**config.mk**
```make
export PLATFORM = sky130hd
export DESIGN_NAME = liushuideng_multi
export DESIGN_NICKNAME = d
export VERILOG_FILES = /design/src/rtl/liushuideng_multi.sv
export SDC_FILE = /design/constraint.sdc
export NUM_CORES = 1
export LEC_CHECK = 0
export CORE_ASPECT_RATIO = 1.5
export CORE_MARGIN = 2
export CORE_UTILIZATION = 42
export CTS_CLUSTER_DIAMETER = 60
export DETAILED_ROUTE_END_ITERATION = 10
export GPL_TIMING_DRIVEN = 0
export PLACE_DENSITY = 0.68
export SYNTH_ARGS = -nofsm -noshare
export SYNTH_HDL_FRONTEND = slang
export SYNTH_SLANG_ARGS = --single-unit
export TNS_END_PERCENT = 10
```
**constraint.sdc**
```tcl
create_clock -name clk -period 3.6 [get_ports clk]
set_input_delay 0.54 -clock clk [delete_from_list [all_inputs] [get_ports clk]]
set_output_delay 0.54 -clock clk [all_outputs]
set_load 0.05 [all_outputs]
```
**src/rtl/liushuideng_multi.sv**
```systemverilog
// liushuideng_multi: N-LED chaser with rotate-up, rotate-down, ping-pong and
// bar-fill patterns, advanced once per prescaler period.
// Optional macro LIUSHUIDENG_SPEED_SEL_EN adds a 2-bit speed input that
// stretches the step period to DIV << speed clocks.
module liushuideng_multi #(
  parameter int N          = 8,
  parameter int DIV        = 12,
  parameter int ACTIVE_LOW = 1
) (
  input  logic                 clk,
  input  logic                 rst,
  input  logic                 en,
  input  logic [1:0]           mode,
`ifdef LIUSHUIDENG_SPEED_SEL_EN
  input  logic [1:0]           speed,
`endif
  output logic [N-1:0]         out,
  output logic                 step,
  output logic [$clog2(N)-1:0] pos
);

  localparam int PW = $clog2(N);
`ifdef LIUSHUIDENG_SPEED_SEL_EN
  localparam int CW = $clog2(8 * DIV);
`else
  localparam int CW = $clog2(DIV);
`endif

  localparam logic [PW-1:0] POS_LAST = PW'(N - 1);
  localparam logic [N-1:0]  OUT_RST  = (ACTIVE_LOW != 0) ? ~N'(1) : N'(1);

  typedef enum logic [1:0] {
    MODE_UP   = 2'b00,
    MODE_DOWN = 2'b01,
    MODE_PING = 2'b10,
    MODE_BAR  = 2'b11
  } mode_e;

  typedef enum logic {
    DIR_UP   = 1'b0,
    DIR_DOWN = 1'b1
  } dir_e;

  logic [CW-1:0] cnt_q, cnt_d;
  logic [PW-1:0] pos_q, pos_d;
  dir_e          dir_q, dir_d;
  mode_e         mode_q, mode_d;
  logic [N-1:0]  out_q, out_d;
  logic          step_q, step_d;
  logic [N-1:0]  lit;
  logic          tick;

`ifdef LIUSHUIDENG_SPEED_SEL_EN
  logic [1:0]    speed_q, speed_d;
  logic [CW:0]   term_wide;

  // Terminal count uses the speed latched at the previous tick, so a new
  // speed only affects the period that starts after the current one ends.
  always_comb begin
    term_wide = ((CW + 1)'(DIV) << speed_q) - (CW + 1)'(1);
    tick      = en && ({1'b0, cnt_q} == term_wide);
  end
`else
  localparam logic [CW-1:0] TERM = CW'(DIV - 1);

  // Prescaler terminal-count detect; suppressed while disabled.
  always_comb begin
    tick = en && (cnt_q == TERM);
  end
`endif

  // State register: synchronous reset restarts the pattern at LED0.
  always_ff @(posedge clk) begin
    if (rst) begin
      cnt_q   <= '0;
      pos_q   <= '0;
      dir_q   <= DIR_UP;
      mode_q  <= mode_e'(mode);
      out_q   <= OUT_RST;
      step_q  <= 1'b0;
`ifdef LIUSHUIDENG_SPEED_SEL_EN
      speed_q <= speed;
`endif
    end else begin
      cnt_q   <= cnt_d;
      pos_q   <= pos_d;
      dir_q   <= dir_d;
      mode_q  <= mode_d;
      out_q   <= out_d;
      step_q  <= step_d;
`ifdef LIUSHUIDENG_SPEED_SEL_EN
      speed_q <= speed_d;
`endif
    end
  end

  // Next-state: prescaler count, and on tick either restart or advance.
  always_comb begin
    cnt_d   = cnt_q;
    pos_d   = pos_q;
    dir_d   = dir_q;
    mode_d  = mode_q;
    step_d  = 1'b0;
`ifdef LIUSHUIDENG_SPEED_SEL_EN
    speed_d = speed_q;
`endif
    if (tick) begin
      cnt_d  = '0;
      step_d = 1'b1;
`ifdef LIUSHUIDENG_SPEED_SEL_EN
      speed_d = speed;
`endif
      if (mode_e'(mode) != mode_q) begin
        mode_d = mode_e'(mode);
        pos_d  = '0;
        dir_d  = DIR_UP;
      end else begin
        case (mode_q)
          MODE_UP, MODE_BAR: begin
            pos_d = (pos_q == POS_LAST) ? '0 : pos_q + PW'(1);
          end
          MODE_DOWN: begin
            pos_d = (pos_q == '0) ? POS_LAST : pos_q - PW'(1);
          end
          MODE_PING: begin
            // Direction flips as an end is reached, so ends are not repeated.
            if (dir_q == DIR_UP) begin
              if (pos_q == POS_LAST) begin
                pos_d = pos_q - PW'(1);
                dir_d = DIR_DOWN;
              end else begin
                pos_d = pos_q + PW'(1);
                if (pos_q == POS_LAST - PW'(1)) dir_d = DIR_DOWN;
              end
            end else begin
              if (pos_q == '0) begin
                pos_d = PW'(1);
                dir_d = DIR_UP;
              end else begin
                pos_d = pos_q - PW'(1);
                if (pos_q == PW'(1)) dir_d = DIR_UP;
              end
            end
          end
          default: begin
            pos_d = '0;
          end
        endcase
      end
    end else if (en) begin
      cnt_d = cnt_q + CW'(1);
    end
  end

  // Output decode from next-state pos/mode, registered into out_q.
  always_comb begin
    lit = '0;
    for (int unsigned i = 0; i < N; i++) begin
      if (mode_d == MODE_BAR) lit[i] = (PW'(i) <= pos_d);
      else                    lit[i] = (PW'(i) == pos_d);
    end
    out_d = (ACTIVE_LOW != 0) ? ~lit : lit;
  end

  assign out  = out_q;
  assign step = step_q;
  assign pos  = pos_q;

endmodule

```
==> reports/qor.csv, run 1 <==
metric,value,unit
outcome,"finished, final reports clean",
globalplace.congestion,0.846,
setup_viol,0,
clk_pin_slew,0.11,ns
synth_common_cells,"dfxtp_1, nor2_1, ha_1",
dieArea,2920,um2
final_antenna_net_count,0,
report.final.slew_viol_count,0,
place_ws,0.787,ns
ctsRootBufferMaster,clkbuf_4,
yosys.area.top_type_share,36.3,%
coreArea,2420,um2
grt_setup_unrepaired,false,
ys_warn_count,0,
synth_area_leaders,"dfxtp_1, ha_1, nor2_1",
syn_area,1050,um2
grt_pass1_vias,843,
diodes,0,
route.detailed.drc,0,
fin_crit_sh,71.9,%
cts_hold_buffers,0,
max_stage_delay,0.49,ns
drt-total-wl,2080,um
area_growth,20.8,%
synth.distinct_cells,39,
clock_skew,0.00539,ns
cp_slowest_cell,a2111o_1,
start_kind,flip-flop,
yosysTopAreaCell,dfxtp_1,
yosysSeqAreaShare,36.3,%
grt_pass1_wl,3590,um
crit_required,3.79,ns
drv_cap,0,
cts.sinks,19,
final_cells,157,
hp-class,reg2reg,
fin_ws,1.01,ns
setup-tns-final,0,ns
crit_path_max_fanout,7,
path_common_cell,ha_1,
synth_ff_type,dfxtp_1,
nets,149,
clock_path_buffers,2,
cts-htree-levels,1,
cts_resized,0,
grt_max_degree,12,
tightest_slew,0.688,ns
arrival,2.78,ns
drt_iter0_markers,13,
initial_core_util,43.3,%
synthMostInstantiatedCell,dfxtp_1,
clkLatencyLatePin,0.30,ns
avgSynthCellArea,9.28,um2
total_leakage_power,0.000511,uW
ir_drop,0.200,mV
finalHoldViolations,0,
dieWidth,44.8,um
avgViaCountPerCell,5.64,
syn_inst,113,
avgRoutedWirePerCell,13.3,um
r2r_setup_slack,1.01,ns
relSlewSlack,54.1,%
powerDensity,298,nW/um2
dp_cells,153,
boundaryPins,17,
cts_tree,built,
grt_use_total,16.5,%
fmax,386,MHz
synth_fp_nets,128,
async_reset_ff_share,0,%
drive_gt1_share,8.27,%
antenna_found_initial,0,
crit_chain,"inv_1, ha_1, ha_1, a211o_1, a2111o_1, and3_1, or3_1",
num_vias,886,
critPathKind,reg2reg,
ys_seq_elements,19,
synth-edff-count,0,
period_needed,2.59,ns
first_pass_iters,4,
crit_path_end_kind,flip-flop,
io_buffers,16,
numCtsBuffers,3,
row_count,22,
dp_hpwl,1660,um
die-height,65.2,um
overflow,0,
cts_setup_buffers,0,
==> metrics by stage <==
step / area [um2] / hold slack [ns] / power (uW) / util (%)
finish: 1270 / 0.544 / 378 / 52.3
global route: 1270 / 0.579 / 395 / 52.3
CTS: 1270 / 0.550 / 380 / 52.3
detailed placement: 1240 / 0.522 / 276 / 51.1
global placement: 1240 / 0.510 / 273 / 51.1
floorplan: 1050 / 0.487 / 260 / -
==> logic make-up after synthesis <==
group	share of synthesized area, %
AOI/OAI and AO/OA	22.2
xor gates and xnor gates	5.01
adders and majority gates	11.9
buffers and inverters	3.58
DFF	36.3
muxes	2.86
and+or+nand+nor	18.1
==> state kept, by name (all words and copies together), names as in the netlist <==
| name | flops |
|---|---|
| dir_q | 1 |
| mode_q | 2 |
| cnt_q | 4 |
| out | 8 |
| pos | 3 |
| step | 1 |
==> power by group <==
part           switching [uW]  internal [uW]  total [uW]
registers                4.34            215         219
clock network            65.2           41.4         107
logic                    30.1           21.9        51.9
==> critical path: cells and delay by family (launching register included) <==
family                   cells  cell delay [ns]
AO/OA/AOI/OAI                2             0.83
adder cells (fa/ha/maj)      2             0.55
AND/OR/NAND/NOR              2             0.53
flip-flops                   1             0.46
buffers and inverters        1             0.10
==> cells in the final DEF (no fill, tap or decap), drive strengths merged, types with 2 or more instances in the layout <==
cell / synthesis / final
dfxtp: 19 / 19
nand2: 8 / 8
a211oi: 3 / 3
nor2: 11 / 11
mux2i: 3 / 3
nand2b: 5 / 5
xnor2: 2 / 2
o22ai: 2 / 2
a31oi: 2 / 2
a2111oi: 2 / 2
clkbuf: 2 / 5
o21ai: 4 / 4
nor3: 3 / 3
ha: 10 / 10
clkdlybuf4s50: 0 / 16
xor2: 4 / 4
or3: 2 / 2
a21oi: 6 / 6
nor2b: 2 / 2
inv: 6 / 6
==> final timing paths <==
path	start	end	cells past startpoint
setup / recovery	pos[0]	out[2]	7
hold / removal	cnt_q[2]	cnt_q[2]	2
setup reg to reg	pos[0]	out[2]	7
hold reg to reg	cnt_q[2]	cnt_q[2]	2
==> per-layer routing <==
layer	track usage, %	part of all wire [%]
met1	17.9	40
met2	27.9	52
met3	2.20	3.5
met4	12.5	4.2
met5	0	0
==> area by class of cell <==
class / count / area [um2]
buffer: 3 / 15.0
clock buffer: 3 / 22.5
clock inverter: 1 / 5.00
fill: 224 / 1160
inverter: 6 / 22.5
multi-input combinational: 85 / 631
sequential: 19 / 380
tap: 24 / 30.0
timing repair buffer: 16 / 160
No activity file was read; power rests on OpenSTA's default activity.
==> run 2, diff against run 1 <==
==> constraint.sdc (replaced) <==
create_clock -name clk -period 2.55 [get_ports clk]
set_input_delay 0.3825 -clock clk [delete_from_list [all_inputs] [get_ports clk]]
set_output_delay 0.3825 -clock clk [all_outputs]
set_load 0.05 [all_outputs]
==> reports/qor.csv, run 2 (synthesis results as in run 1) <==
metric,value,unit,change
outcome,"finished, final reports clean",,
hp-class,reg2reg,,
report.final.slew_viol_count,0,,unchanged
cts_tree,built,,
diodes,0,,unchanged
route.detailed.drc,0,,unchanged
swShare,26.8,%,+0.43 points
r2r_setup_slack,0.12,ns,-0.89 ns
dieArea,2920,um2,unchanged
ctsRootBufferMaster,clkbuf_4,,
grt_pass1_wl,3530,um,-1.6%
seqPwrFrac,57.7,%,-0.3 points
power,534,uW,+41%
dp_cells,153,,unchanged
clock_path_buffers,2,,unchanged
fmax,412,MHz,+6.7%
p_int,391,uW,+41%
grt_max_degree,12,,unchanged
first_pass_iters,4,,unchanged
final_antenna_net_count,0,,unchanged
die-height,65.2,um,unchanged
coreArea,2420,um2,unchanged
fin_util,52.8,%,+0.52 points
powerDensity,418,nW/um2,+40%
io_buffers,16,,unchanged
postPlaceCellArea,1240,um2,+0.50%
worstRegToRegCells,7,,unchanged
drt_iter0_markers,21,,+8
final_cell_mix,"dfxtp_1, clkdlybuf4s50_1, nor2_1",,
r2r_end,out[2],,
tightest_slew,0.657,ns,-0.0310 ns
fin_ws,0.124,ns,-0.887 ns
arrival,2.62,ns,-0.16 ns
finalHoldViolations,0,,unchanged
ir_drop,0.274,mV,+37%
cts-htree-levels,1,,unchanged
nFillCells,243,,+8.5%
initial_core_util,43.3,%,unchanged
p_comb_share,13.7,%,about the same
clkLatencyLatePin,0.30,ns,about the same
row_count,22,,unchanged
grt_use_total,16.0,%,-0.56 points
largest_register_ffs,8,,unchanged
fin_crit_sh,95.1,%,+23 points
min_to,cnt_q[1],,
num_vias,871,,-1.7%
crit_path_max_fanout,7,,unchanged
holdPathStages,2,,unchanged
boundaryPins,17,,unchanged
clock_skew,0.00389,ns,-0.00150 ns
drive_gt1_share,11.3,%,+3.0 points
nets,149,,unchanged
overflow,0,,unchanged
cts.sinks,19,,unchanged
cts_hold_buffers,0,,unchanged
total_leakage_power,0.000513,uW,+0.39%
drv_cap,0,,unchanged
numCtsBuffers,3,,unchanged
fin_area,1280,um2,+0.99%
crit_path_end_kind,flip-flop,,
multi_input_area,637,um2,+0.99%
clkPwrFrac,28.6,%,+0.4 points
relSlewSlack,56.2,%,+2.1 points
dp_hpwl,1600,um,-3.6%
grt_setup_unrepaired,false,,
critPathKind,reg2reg,,
seqCellArea,387,um2,+1.6%
setup_viol,0,,unchanged
globalplace.congestion,0.906,,+7.1%
area_growth,22.0,%,
startpoint,pos[0],,
r2r-start,pos[0],,
switchingPower,143,uW,+44%
start_kind,flip-flop,,
avgRoutedWirePerCell,13.2,um,-0.62%
crit_required,2.75,ns,-1.04 ns
min_from,cnt_q[1],,
dieWidth,44.8,um,unchanged
period_needed,2.43,ns,-0.163 ns
place_ws,-0.0593,ns,-0.847 ns
antenna_found_initial,0,,unchanged
grt_pass1_vias,857,,+1.7%
clk_pin_slew,0.11,ns,about the same
avgViaCountPerCell,5.55,,-1.7%
drt-total-wl,2070,um,-0.62%
final_cells,157,,unchanged
==> run 2: power by group through the flow <==
stage                     sequential (uW)  clock, uW  combinational (uW)
after floorplan                       314          0                51.4
after global placement                315          0                69.8
after detailed placement              315          0                71.3
after CTS                             308        157                71.8
after global routing                  309        169                82.4
final                                 308        153                73.2
==> run 2: cell type report <==
class / count / share of cell area (%)
Multi-Input combinational cell: 85 / 49.8
Tap cell: 24 / 2.35
Clock buffer: 3 / 1.76
Inverter: 6 / 1.76
Clock inverter: 1 / 0.391
Buffer: 3 / 1.17
Sequential cell: 19 / 30.2
Timing Repair Buffer: 16 / 12.5
==> run 2: worst max-delay path by stage <==
stage                     endpoint  depth (start not counted)
after floorplan             out[2]                          7
after global placement      out[2]                          6
after detailed placement    out[2]                          6
after CTS                   out[2]                          7
after global routing        out[2]                          7
final                       out[2]                          7
==> run 2: routing by layer <==
layer | up-vias | global-route usage [%] | wire (um)
met1 | 394 | 17.9 | 839
met2 | 24 | 27.9 | 1070
li1 | 444 | - | -
met5 | - | 0 | 0
met4 | 0 | 9.93 | 88
met3 | 9 | 1.37 | 70
==> run 2: timing repair <==
| action | CTS | global route |
|---|---|---|
| setup buffers | 0 | 0 |
| endpoints found under the setup margin | 0 | 6 |
| resized for setup | 0 | 2 |
==> run 2: worst max-delay path, stage by stage, from the launching register on <==
cell and delay [ns]:
dfxtp_4 0.40, inv_1 0.07, ha_1 0.24, ha_1 0.30
a211o_1 0.34, a2111o_1 0.45, and3_1 0.22, or3_1 0.30
==> run 2: per-stage QoR <==
| stage | hold WS (ns) | TNS [ns] |
|---|---|---|
| CTS | 0.554 | 0 |
| global placement | 0.510 | -0.0793 |
| detailed placement | 0.530 | -0.0593 |
| floorplan | 0.487 | 0 |
| finish | 0.546 | 0 |
| global route | 0.584 | 0 |
